<file path="config.mk">
export PLATFORM = sky130hd
export DESIGN_NAME = button_debounce
export DESIGN_NICKNAME = d
export VERILOG_FILES = /design/src/rtl/sync_2ff.sv /design/src/rtl/button_debounce.sv
export SDC_FILE = /design/constraint.sdc
export NUM_CORES = 1
export LEC_CHECK = 0
export CORE_MARGIN = 4
export CORE_UTILIZATION = 58
export DETAILED_ROUTE_END_ITERATION = 6
export PLACE_DENSITY = 0.81
export SYNTH_ARGS = -nofsm -noshare
export SYNTH_HDL_FRONTEND = slang
export SYNTH_SLANG_ARGS = --single-unit
</file>
<file path="constraint.sdc">
create_clock -name clk -period 2.15 [get_ports clk]
set_input_delay 0.215 -clock clk [delete_from_list [all_inputs] [get_ports clk]]
set_output_delay 0.215 -clock clk [all_outputs]
set_load 0.02 [all_outputs]
</file>
<file path="src/rtl/sync_2ff.sv">
// Two-flop synchronizer for a single asynchronous level input.
// Reusable for any pad input that needs to be brought into the clk domain.
module sync_2ff (
  input  logic clk,
  input  logic reset,
  input  logic d_in,
  output logic q_out
);

  logic meta_q;
  logic meta_d;
  logic sync_q;
  logic sync_d;

  always_comb begin
    meta_d = d_in;
    sync_d = meta_q;
  end

  always_ff @(posedge clk) begin
    if (reset) begin
      meta_q <= 1'b0;
      sync_q <= 1'b0;
    end else begin
      meta_q <= meta_d;
      sync_q <= sync_d;
    end
  end

  assign q_out = sync_q;

endmodule

</file>
<file path="src/rtl/button_debounce.sv">
// Debounces one raw push-button and emits a one-cycle pulse per debounced press.
// The debounced level only follows the synchronized input after DEBOUNCE_CYCLES consecutive disagreeing samples.
module button_debounce #(
  parameter int DEBOUNCE_CYCLES = 1_000_000,
  parameter int CNT_W           = $clog2(DEBOUNCE_CYCLES)
) (
  input  logic clk,
  input  logic reset,
  input  logic button_in,
  output logic button_out
);

  localparam logic [CNT_W-1:0] CNT_MAX = CNT_W'(DEBOUNCE_CYCLES - 1);

  logic             sync_q;
  logic             stable_q;
  logic             stable_d;
  logic [CNT_W-1:0] cnt_q;
  logic [CNT_W-1:0] cnt_d;
  logic             pulse_q;
  logic             pulse_d;

  sync_2ff u_sync (
    .clk   (clk),
    .reset (reset),
    .d_in  (button_in),
    .q_out (sync_q)
  );

  // Any sample that agrees with the debounced level restarts the count,
  // so bounces never accumulate toward a level change.
  always_comb begin
    stable_d = stable_q;
    cnt_d    = cnt_q;
    if (sync_q == stable_q) begin
      cnt_d = '0;
    end else if (cnt_q == CNT_MAX) begin
      stable_d = sync_q;
      cnt_d    = '0;
    end else begin
      cnt_d = cnt_q + 1'b1;
    end
    pulse_d = ~stable_q & stable_d;
  end

  always_ff @(posedge clk) begin
    if (reset) begin
      stable_q <= 1'b0;
      cnt_q    <= '0;
      pulse_q  <= 1'b0;
    end else begin
      stable_q <= stable_d;
      cnt_q    <= cnt_d;
      pulse_q  <= pulse_d;
    end
  end

  assign button_out = pulse_q;

endmodule

</file>
==> Word level (Yosys, flattened, before mapping) <==
Index checks and enable logic that the tools add are counted.
{ "op_classes": {"muxes": 2, "n_eq_ne": 2, "addsub": 1, "reduce_logical": 1, "n_bitwise": 2} }
{ "op_table": {"columns": ["operator", "n"], "rows": [
  ["adder 20 x 1 -> 20 bit, second input constant", 1],
  ["== test 20 bit, second input constant", 1],
  ["OR reduction 3 bit", 1],
  ["two-way mux 1 bit", 2],
  ["bitwise AND 1 bit", 1],
  ["== test 1 bit", 1],
  ["NOT 1 bit", 1]
]} }
{ "word_totals": {"wordCells": 13, "regBits": 24, "out_inout_bits": 1} }

==> Depth between registers and ports, before layout <==
{ "logic_depth": {"word_depth": 4, "depth_mapped": 7, "ltp_nobuf": 5} }

==> Modules after synthesis <==
Synthesis repeated with hierarchy kept, for this count alone.
{ "hier_totals": {"hier_cells": 123, "area_unflattened_um2": 1067.3} }
{ "modules_own_cells": {"columns": ["module", "n_inst", "cells_per_inst", "area_each_um2"], "rows": [
  ["button_debounce", 1, 119, 1014.7],
  ["sync_2ff", 1, 4, 52.6]
]} }

==> Worst setup path after synthesis <==
OpenSTA, ideal clock, no wires.
{ "synth_path": {"path_kind": "register to register", "from": "register cnt_q[0]", "to": "register cnt_q[1]", "t_arrival_ns": 1.582, "setup_slack_ns": 0.452, "path_stages_with_launch": 7, "cell_sequence": "dfxtp_1 ha_1 nand3_4 or2_1 buf_6 or3_4 and3_1"} }
{ "synth_via": {"elab_chain_cells": 2, "elab_cells_between_ends": 3, "cone_classes": "add/sub (1); eq/ne (1); reduce/logical (1)"} }
{ "synth_rtl": {"columns": ["element", "line_no", "text"], "rows": [
  ["start: declaration", "button_debounce.sv:18", "logic [CNT_W-1:0] cnt_q;"],
  ["start signal: assignment", "button_debounce.sv:53", "cnt_q <= cnt_d;"],
  ["branches (longest 2 deep; another with adder 20 x 1 -> 20 bit)", null, null]
]} }
Several ways; the timed one is not identified.
A chain may end at the register's enable or synchronous reset.

==> Worst setup path in the final report <==
Same ends and word-level chain as after synthesis.

==> impl_metrics.tcl <==
set metrics [dict create \
    layoutNonFillerInstCount 149 \
    syn-instance-count 119 \
    grt_pass1_vias 766 \
    wirelength_met1_um 960 \
    cpPeakStageDelay_ns 0.40 \
    detailed_routing_iterations_pass_1 4 \
    worst_setup_path_type "flip-flop to flip-flop" \
    worst_r2r_endpoint "cnt_q[1]" \
    drt-wirelength-per-cell_um 12.9 \
    start_util_pct 62.3 \
    fillers 167 \
    maxCapViolCount 0 \
    worst_clock_skew_ns 0.00916 \
    die_y_um 51.5 \
    numCtsBuffers 3 \
    synth_seq_area_share_pct 43.7 \
    grt.overflow.total 0 \
    wl_met2_um 872 \
    total_negative_slack_for_setup_checks_ns 0 \
    via_count 822 \
    worstRegToRegCells 5 \
    cts_tree "built" \
    first_pass_grt_wire_length_um 3400 \
    path_clk_slew_ns 0.13 \
    post-route-period-util_pct 83.9 \
    placement.setup.worst_slack_ns 0.354 \
    tightestPinTransition_ns 0.414 \
    grt_antenna_before_repair 0 \
    postSynthNetCount 123 \
    p_per_area_nw_per_um2 558 \
    ant_nets 0 \
    dieArea_um2 2660 \
    final_nets 130 \
    critPathMaxFanout 8 \
    startpoint_of_the_lowest_slack_register_to_register_path "cnt_q[0]" \
    timing.final.max_slew_violations 0 \
    timing.critical_path.required_ns 2.37 \
    crit_path_cell_trace "ha_1, nand3_4, or2_1, or3_4, and3_1" \
    placed_cells 146 \
    pin_count_of_the_biggest_net_entering_global_routing 17 \
    worstHoldPathType "input pin to flip-flop" \
    dr_vias_cell 5.52 \
    setup_repair_after_global_routing_missed_its_margin "false" \
    cell_at_the_slowest_stage_of_the_critical_path "dfxtp_1" \
    max_slew_margin_pct 72.2 \
    top_signal_layer_used "met4" \
    route.final.wire_length_um 1920 \
    floorplan.die.width_um 51.5 \
    port_buffers 3 \
    post_cts_resized 0 \
    coreArea_um2 1760 \
    cp-startpoint "cnt_q[0]" \
    pleak_nw 0.318 \
    finalCriticalPeriod_ns 1.80 \
    total_routing_usage_reported_by_global_routing_pct 17.3 \
    detailedPlacementHpwl_um 1380 \
    post_synth.cell_area_avg_um2 9.24 \
    critPathLaunchType "flip-flop" \
    setup_viol 0 \
    drive_gt1_share_pct 12.1 \
    post_synth_num_cell_types 31 \
    max_freq_mhz 554 \
    finish.utilization_pct 66.5 \
    area_growth_syn_to_layout_pct 6.60 \
    timing.reg2reg.setup_slack_ns 0.35 \
    total_of_warnings_raised_by_yosys 0 \
    i_o_pin_count 4 \
    ctsHoldBuffers 0 \
    syn_area_um2 1100 \
    cts_root_buf "clkbuf_4" \
    end_kind "flip-flop" \
    gp_congestion 0.819 \
    drt_iter0_markers 8 \
    htreeDepth 1 \
    worst_path_arrival_ns 2.02 \
    hold_violations 0 \
    vdd.ir_drop.worst_mv 0.359 \
    clock_sinks 24 \
    post-route-drc-count 0 \
    max-clock-path-buffers 2 \
    insertion_delay_ns 0.32 \
    number_of_inserted_diodes 0 \
    post-route-worst-setup-slack_ns 0.345 \
    run_status "complete, no violations" \
    yosys_register_bits 24 \
    finalHoldWorstSlack_ns 0.431 \
    worst_setup_path_endpoint "cnt_q[1]" \
    site_row_count 15 \
    cts_post_setup_buffers_inserted 0 \
    routed_length_on_met3_um 36 \
]
routing by layer:
layer	vias to the layer above	track usage (%)
met4	0	11.8
met1	380	23.5
met5	-	0
li1	430	-
met2	7	25.2
met3	5	2.58
where the power goes:
| part | total [mW] | switching, mW | internal, mW |
|---|---|---|---|
| Clock | 0.194 | 0.128 | 0.0656 |
| Combinational | 0.0122 | 0.00629 | 0.00595 |
| Sequential | 0.448 | 0.00129 | 0.447 |
logic make-up (layout without fill, tap and decap cells):
group | count (synthesis) | in the layout | synth area share, %
multiplexers | 1 | 1 | 0.910
AO/OA/AOI/OAI | 9 | 9 | 5.35
AND/OR/NAND/NOR | 63 | 63 | 33.9
adder cells (fa/ha/maj) | 1 | 1 | 1.14
buffers and inverters | 6 | 11 | 3.07
XOR/XNOR | 15 | 15 | 11.9
flip-flops | 24 | 24 | 43.7
registers in the layout, summed over array words and instances (netlist names):
name / flops
button_out: 1
u_sync.meta_q: 1
cnt_q: 20
u_sync.q_out: 1
stable_q: 1
worst max-delay path, delay by kind of cell (launching register included):
family	cells	cell delay (ns)
fa+ha+maj	1	0.26
flops	1	0.40
simple gates	4	1.06
worst min path at each step:
stage,from,end,slack [ns],cells after the start
global placement,u_sync.meta_q,u_sync.q_out,0.42,1
global route,button_in,u_sync.meta_q,0.43,2
finish,button_in,u_sync.meta_q,0.43,2
CTS,button_in,u_sync.meta_q,0.43,2
detailed placement,u_sync.meta_q,u_sync.q_out,0.45,1
floorplan,reset,stable_q,0.28,1
Yosys cell counts (all sizes together):
cell    instances  area [um^2]
nand2           7         26.3
xor2            1         8.76
nor2b           2         12.5
nor3            5         25.0
nor4b           2         30.0
nand4           5         37.5
xnor2          14          123
a211oi          1         7.51
or2             1         6.26
nand3           5         37.5
nor3b           1         7.51
nor4            7         62.6
dfxtp          24          480
o21ai           3         18.8
nor2           22         82.6
and3            3         20.0
buf             2         18.8
inv             4         15.0
o221ai          2         17.5
or3             3         25.0
mux2i           1         10.0
a21oi           3         15.0
ha              1         12.5
layout by cell type (no fill, tap or decap), types with 4 or more instances in the layout:
cell / count
nor2_1: 22
nor3_1: 5
dfxtp_1: 24
xnor2_1: 14
nand4_1: 4
nor4_1: 4
nand3_1: 4
inv_1: 4
nand2_1: 7
area by class of cell:
class,instances,area [um^2],share of cell area [%]
clock buffers,3,22.5,1.92
inverters,4,15.0,1.28
multi-input cells,89,586,49.9
flip-flops and latches,24,480,41.0
well taps,25,31.3,2.67
repair buffers,4,37.5,3.20
through the flow:
| step | total power, mW | area [um^2] |
|---|---|---|
| 2_1_floorplan | 0.464 | 1100 |
| 3_3_place_gp | 0.470 | 1150 |
| 3_5_place_dp | 0.470 | 1150 |
| 4_1_cts | 0.659 | 1170 |
| 5_1_grt | 0.680 | 1170 |
| 6_report | 0.654 | 1170 |
(Power assumes the default switching activity.)
